**config.mk**
```make
export PLATFORM = sky130hd
export DESIGN_NAME = kbd_scancode_decoder
export DESIGN_NICKNAME = d
export VERILOG_FILES = /design/src/rtl/kbd_pkg.sv /design/src/rtl/kbd_scancode_decoder.sv
export SDC_FILE = /design/constraint.sdc
export NUM_CORES = 1
export LEC_CHECK = 0
export BUFFER_PORTS_ARGS = -buffer_cell sky130_fd_sc_hd__buf_2
export CORE_ASPECT_RATIO = 0.6
export CORE_MARGIN = 4
export CORE_UTILIZATION = 51
export CTS_CLUSTER_DIAMETER = 150
export DETAILED_ROUTE_END_ITERATION = 10
export GPL_ROUTABILITY_DRIVEN = 1
export PLACE_DENSITY_LB_ADDON = 0.25
export SLEW_MARGIN = 20
export SYNTH_ARGS = -nofsm -noshare
export SYNTH_HDL_FRONTEND = slang
export SYNTH_SLANG_ARGS = --single-unit
```
**constraint.sdc**
```tcl
create_clock -name clk -period 1.7 [get_ports clk]
set_input_delay 0.17 -clock clk [delete_from_list [all_inputs] [get_ports clk]]
set_output_delay 0.17 -clock clk [all_outputs]
set_load 0.005 [all_outputs]
```
**src/rtl/kbd_pkg.sv**
```systemverilog
// Shared definitions for the PS/2 Set-2 scan-code decoder.
package kbd_pkg;

    typedef enum logic [2:0] {
        IDLE_ST,
        EXT_ST,
        BRK_ST,
        EXT_BRK_ST,
        PAUSE_ST
    } kbd_state_t;

    localparam logic [7:0] KBD_EXT        = 8'hE0;
    localparam logic [7:0] KBD_BRK        = 8'hF0;
    localparam logic [7:0] KBD_PAUSE      = 8'hE1;
    localparam logic [7:0] KBD_FAKE_SHIFT = 8'h12;

    localparam logic [8:0] PAUSE_CODE     = 9'h177;
    // Bytes still to swallow after the leading E1 of the Pause sequence.
    localparam logic [2:0] PAUSE_SKIP     = 3'd7;

    // Keyboard status / filler bytes that never belong to a key sequence.
    function automatic logic is_ign(input logic [7:0] b);
        return (b == 8'h00) || (b == 8'hFF) || (b == 8'hAA) ||
               (b == 8'hFA) || (b == 8'hEE) || (b == 8'hFE);
    endfunction

endpackage

```
**src/rtl/kbd_scancode_decoder.sv**
```systemverilog
// Turns Set-2 scan-code byte sequences into make/break key events.
module kbd_scancode_decoder
    import kbd_pkg::*;
#(
    parameter int unsigned TIMEOUT_CYCLES = 200_000
) (
    input  logic       clk,
    input  logic       resetN,
    input  logic [7:0] din,
    input  logic       new_din,
    output logic [8:0] keyCode,
    output logic       make,
    output logic       brakk,
    output logic       busy
);

    localparam logic [17:0] TO_LAST = 18'(TIMEOUT_CYCLES - 1);

    kbd_state_t  state, state_nx;
    logic [2:0]  skip_cnt, skip_nx;
    logic [17:0] idle_cnt, idle_nx;
    logic [8:0]  code_nx;
    logic        make_nx, brakk_nx;

    // Next-state, event and counter decode; a byte always wins over the timeout.
    always_comb begin
        state_nx = state;
        skip_nx  = skip_cnt;
        code_nx  = keyCode;
        make_nx  = 1'b0;
        brakk_nx = 1'b0;
        idle_nx  = (new_din || state == IDLE_ST) ? '0 : idle_cnt + 18'd1;

        if (new_din) begin
            if (is_ign(din)) begin
                state_nx = IDLE_ST;
                skip_nx  = '0;
            end else begin
                case (state)
                    IDLE_ST: begin
                        if (din == KBD_EXT) begin
                            state_nx = EXT_ST;
                        end else if (din == KBD_BRK) begin
                            state_nx = BRK_ST;
                        end else if (din == KBD_PAUSE) begin
                            state_nx = PAUSE_ST;
                            skip_nx  = PAUSE_SKIP;
                        end else begin
                            make_nx = 1'b1;
                            code_nx = {1'b0, din};
                        end
                    end
                    EXT_ST: begin
                        if (din == KBD_BRK) begin
                            state_nx = EXT_BRK_ST;
                        end else if (din == KBD_EXT) begin
                            state_nx = EXT_ST;
                        end else if (din == KBD_FAKE_SHIFT || din == KBD_PAUSE) begin
                            state_nx = IDLE_ST;
                        end else begin
                            make_nx  = 1'b1;
                            code_nx  = {1'b1, din};
                            state_nx = IDLE_ST;
                        end
                    end
                    BRK_ST: begin
                        state_nx = IDLE_ST;
                        if (din != KBD_EXT && din != KBD_BRK && din != KBD_PAUSE) begin
                            brakk_nx = 1'b1;
                            code_nx  = {1'b0, din};
                        end
                    end
                    EXT_BRK_ST: begin
                        state_nx = IDLE_ST;
                        if (din != KBD_FAKE_SHIFT && din != KBD_EXT &&
                            din != KBD_BRK && din != KBD_PAUSE) begin
                            brakk_nx = 1'b1;
                            code_nx  = {1'b1, din};
                        end
                    end
                    PAUSE_ST: begin
                        skip_nx = skip_cnt - 3'd1;
                        if (skip_cnt == 3'd1) begin
                            make_nx  = 1'b1;
                            code_nx  = PAUSE_CODE;
                            state_nx = IDLE_ST;
                        end
                    end
                    default: begin
                        state_nx = IDLE_ST;
                        skip_nx  = '0;
                    end
                endcase
            end
        end else if (state != IDLE_ST && idle_cnt == TO_LAST) begin
            state_nx = IDLE_ST;
            skip_nx  = '0;
        end
    end

    // State, counters and registered event outputs.
    always_ff @(posedge clk) begin
        if (!resetN) begin
            state    <= IDLE_ST;
            skip_cnt <= '0;
            idle_cnt <= '0;
            keyCode  <= '0;
            make     <= 1'b0;
            brakk    <= 1'b0;
        end else begin
            state    <= state_nx;
            skip_cnt <= skip_nx;
            idle_cnt <= idle_nx;
            keyCode  <= code_nx;
            make     <= make_nx;
            brakk    <= brakk_nx;
        end
    end

    assign busy = (state != IDLE_ST);

endmodule

```
# Word level (Yosys, flattened, before mapping)
# Index checks and enable logic that the tools add are counted.
[word_totals] reg_bits=35 out_inout_bits=12 wordCells=106
[classes] addsub=2 eq_ne=34 n_mux=37 bitwise=3 n_reduce_logical=24
[op_table] cell="9-bit 2-to-1 mux" n=9
[op_table] cell="8-bit == test, second input constant" n=8
[op_table] cell="9-bit one-hot mux with 5 select lines" n=1
[op_table] cell="3-bit 2-to-1 mux" n=12
[op_table] cell="8-bit != test, second input constant" n=3
[op_table] cell="18-bit by 1-bit adder with 18-bit output, second input constant" n=1
[op_table] cell="18-bit == test, second input constant" n=1
[op_table] cell="2-bit != test, second input constant" n=9
[op_table] cell="3-bit one-hot mux with 3 select lines" n=2
[op_table] cell="4-bit != test, second input constant" n=3
[op_table] cell="12-bit AND reduction" n=1
[op_table] cell="1-bit 2-to-1 mux" n=10
[op_table] cell="8-bit by 5-bit == test with 1-bit output, second input constant" n=1
[op_table] cell="8-bit zero test" n=1
[op_table] cell="8-bit by 5-bit != test with 1-bit output, second input constant" n=1
[op_table] cell="1-bit logical OR" n=7
[op_table] cell="3-bit by 1-bit == test with 1-bit output, second input constant" n=2
[op_table] cell="3-bit by 2-bit == test with 1-bit output, second input constant" n=2
[op_table] cell="1-bit logical AND" n=6
[op_table] cell="6-bit by 2-bit != test with 1-bit output, second input constant" n=1
[op_table] cell="3-bit OR reduction" n=2
[op_table] cell="5-bit AND reduction" n=1
[op_table] cell="5-bit nonzero test" n=1
[op_table] cell="4-bit by 2-bit != test with 1-bit output, second input constant" n=1
[op_table] cell="other kinds (12)" n=14

# Logic depth before layout (Yosys ltp)
[depth] ltp_word=8 ltp_mapped=7 ltp_nobuf=6

# Worst setup path after synthesis
# Ideal clock, no wire load.
[synth_timing] path_kind="register -> register" from="register idle_cnt[0]" to="register skip_cnt[2]" setup_ps=122 arrival_time_ps=1575 t_required_ps=1578 slack_ps=3 stages_incl_launch_ff=8 n_path_buf=1 cell_sequence="dfxtp_1 -> ha_1 -> and3_1 -> and3_1 -> buf_2 -> nand4_1 -> o2bb2ai_1 -> a221o_1"
[synth_via] elab_chain_cells=4
[synth_rtl] element="from (decl)" line="kbd_scancode_decoder.sv:21" rtl="logic [17:0] idle_cnt, idle_nx;"
[synth_rtl] element="from (signal assigned)" line="kbd_scancode_decoder.sv:113" rtl="idle_cnt <= idle_nx;"
[synth_rtl] element="18-bit == test" line="kbd_scancode_decoder.sv:95" rtl="end else if (state != IDLE_ST && idle_cnt == TO_LAST) begin"
[synth_rtl] element="1-bit logical AND" line="kbd_scancode_decoder.sv:95"
[synth_rtl] element="2-bit nonzero test (no source line)"
[synth_rtl] element="5-bit AND reduction (no source line)"
[synth_rtl] element="to (signal assigned)" line="kbd_scancode_decoder.sv:112" rtl="skip_cnt <= skip_nx;"
[synth_rtl] element="to (decl)" line="kbd_scancode_decoder.sv:20" rtl="logic [2:0] skip_cnt, skip_nx;"
# No other way between the ends.
# A chain may end at the register's enable or synchronous reset.

# Worst setup path after layout
[layout_timing] from="register idle_cnt[1]" to="register skip_cnt[2]"
# Same word-level chain as after synthesis.

==> run_results.csv <==
group,metric,value,unit
floorplan,die_h,53.2,microns
logic_synthesis,synth-async-reset-ratio,0,%
final_layout,nets,263,
grt,track_usage,18.7,%
setup_path,r2r_cells,6,
timing,setup_ws,0.0475,ns
cts,numCtsBuffers,5,
floorplan,design.core.area,3260,sq um
worst_hold_path,hold_depth,3,
logic_synthesis,synth_area_leaders,"dfxtp_1, nor2_1, mux2i_1, nand2_1, xor2_1",
setup_path,crit_buf_inv,0,
worst_hold_path,min_from,"din[7]",
final_layout,drive_gt1_share,24.0,%
cts,clock_latency,0.29,ns
detailed_routing,vias,1557,
detailed_routing,routed_wl,3840,microns
timing,slew_headroom,72.9,%
worst_hold_path,hold_path.class,"primary input to flop",
timing,setup_violations,0,
grt,grt_pass1_wl,6540,microns
floorplan,initial_utilization,53.1,%
status,outcome,"complete, no violations",
power_and_ir_drop,leakage,0.849,nW
logic_synthesis,syn_avg_cell_area,8.42,sq um
setup_path,path_cells,"ha_2 > and3_1 > and3_4 > nand4_1 > o2bb2ai_2 > a221o_1",
floorplan,fp.dieW,83.3,microns
setup_path,arrival,1.83,ns
timing,whs,0.181,ns
final_layout,antenna_cells,0,
logic_synthesis,yosys_warnings,0,
detailed_routing,drtPass1Iterations,4,
setup_path,endpoint_kind,"flop",
logic_synthesis,syn_area,1730,sq um
detailed_routing,ant_nets,0,
setup_path,cp_max_fo,3,
flow_run,maxCapViolCount,0,
power_and_ir_drop,sw_frac_of_total,24.0,%
cts,clk_pin_slew,0.07,ns
logic_synthesis,ys_seq_area_share,40.4,%
timing,finalSetupTns,0,ns
cts,htreeDepth,2,
power_and_ir_drop,p_total,1.56,mW
logic_synthesis,ys_ff_latch,35,
power_and_ir_drop,clockPowerShare,37.4,%
detailed_routing,viasPerCell,5.28,
logic_synthesis,ys.flop_type,"dfxtp_1",
grt,grt_remaining_overflow,0,
logic_synthesis,synth_top_area_cell,"dfxtp_1",
grt,antenna_found_initial,0,
logic_synthesis,synth_edf_count,0,
logic_synthesis,ys_types,42,
timing,fin_crit_sh,97.2,%
setup_path,slowest_stage,"dfxtp_1",
setup_path,cp_top_family,"compound AO/OA/AOI/OAI gates",
grt,grt_max_degree,19,
power_and_ir_drop,comb_power_share,8.5,%
final_layout,area_delta_synth_final,24.6,%
cts,clock-sinks,35,
power_and_ir_drop,irDropWorstVdd,0.523,mV
cts,root_buffer,"clkbuf_8",
timing,clock_skew,0.00616,ns
floorplan,die_area,4430,sq um
detailed_routing,drc,0,
placed_design,pre_cts_slack,-0.0533,ns
timing,worstMarginPinSlew,0.397,ns
timing,period_needed,1.65,ns
logic_synthesis,synth_top_cell_area_share,40.4,%
placed_design,gp_congestion,0.894,
floorplan,io_pins,23,
timing,final_hold_viol_count,0,
setup_path,crit_type,"flop to flop",
power_and_ir_drop,power_density,721,nW/um^2
placed_design,dp_hpwl,2950,microns
detailed_routing,drtIter0Drc,129,
setup_path,worstReg2RegEnd,"skip_cnt[2]",
final_layout,final_cell_area,2160,sq um
setup_path,r2r-start,"idle_cnt[1]",
power_and_ir_drop,seqPwrFrac,54.1,%
cts,clockBufferDepth,2,
worst_hold_path,hold_end,"keyCode[7]",
logic_synthesis,synth_cells,206,
setup_path,start_kind,"flop",
grt,grt_pass1_vias,1396,
power_and_ir_drop,p_switching,0.374,mW
placed_design,placed_cell_area,2040,sq um
timing,fmax,605,MHz
setup_path,max_stage_delay,0.35,ns
floorplan,rows,16,
timing,slew_violations,0,
power_and_ir_drop,internal_power,1.18,mW
cts,cts_setup_buffers,0,
detailed_routing,avgRoutedWirePerCell,13.0,microns
setup_path,reg2reg_slack,0.05,ns
cts,cts_tree,"built",
logic_synthesis,syn_nets,220,
setup_path,required,1.87,ns
placed_design,io_buffers,22,
tightest hold or removal path, stage by stage:
cell	delay, ns
buf_2	0.12
nand3_1	0.07
mux2i_1	0.06
worst max path at each step:
stage | startpoint | to | slack [ns] | depth (start not counted)
CTS | idle_cnt[0] | skip_cnt[2] | 0.02 | 6
global route | idle_cnt[1] | skip_cnt[2] | -0.02 | 6
detailed placement | idle_cnt[12] | skip_cnt[2] | -0.05 | 6
floorplan | idle_cnt[0] | skip_cnt[2] | 0.003 | 7
global placement | idle_cnt[12] | skip_cnt[2] | 0.02 | 6
finish | idle_cnt[1] | skip_cnt[2] | 0.05 | 6
flip-flops by register name (all words and copies together), names as in the netlist:
register / count
idle_cnt: 18
keyCode: 9
skip_cnt: 3
state: 3
brakk: 1
make: 1
cell usage in the layout, fill, tap and decap left out, types with 6 or more instances in the layout:
cell     count
and3_1       6
buf_2       22
buf_4       22
dfxtp_1     34
inv_1        7
mux2i_1      9
nand2_1     23
nand3_1      9
nand4_1      9
nor2_1      25
nor3_1      10
o21ai_0      8
xnor2_1      6
xor2_1       9
power by group through the flow:
stage	registers [mW]	logic, mW	clock network (mW)
floorplan	0.862	0.0682	0
global placement	0.861	0.129	0
detailed placement	0.861	0.130	0
CTS	0.843	0.132	0.598
global route	0.844	0.146	0.644
finish	0.843	0.132	0.584
repair_timing:
action,4_1_cts,5_1_grt
hold buffers,0,0
pin swaps,1,1
setup endpoints to repair,1,1
resized for setup,2,5
area by class of cell:
cell class,instances,area [sq um]
fill,267,1100
multi-input combinational,155,1000
sequential,35,702
timing repair buffer,45,295
clock buffer,7,76.3
tap,45,56.3
inverter,7,26.3
clock inverter,1,5.00
per-layer routing:
layer  wire (microns)  share of wire, %  vias to the layer above  track usage (%)
met5                0                 0                        -                0
met4               41               1.1                        0             6.52
met3              231               6.0                        4             4.82
met2             1440                37                       37             24.2
met1             2130                55                      700             28.6
li1                 -                 -                      816                -
stage by stage:
stage          cells  utilization (%)
6_report         295             66.2
2_1_floorplan    206                -
4_1_cts          295             65.5
3_5_place_dp     287             62.6
5_1_grt          295             66.2
3_3_place_gp     287             62.6
synthesized netlist by cell type, types with 6 or more instances:
master,number
dfxtp_1,35
nor2_1,25
nand2_1,23
nor3_1,10
mux2i_1,9
nand3_1,9
nand4_1,9
xor2_1,9
o21ai_0,8
and3_1,7
clkbuf_1,7
inv_1,7
xnor2_1,6
logic make-up (layout without fill, tap and decap cells):
family                   Yosys count  count (layout)  synth area share (%)
AND/OR/NAND/NOR                  100             100                  29.2
flip-flops                        35              35                  40.4
AO/OA/AOI/OAI                     28              28                  11.5
buffers and inverters             16              60                  3.97
XOR/XNOR                          15              15                  7.58
multiplexers                       9               9                  5.20
adder cells (fa/ha/maj)            3               3                  2.16
Note: power is estimated with default switching activity, not from simulation.
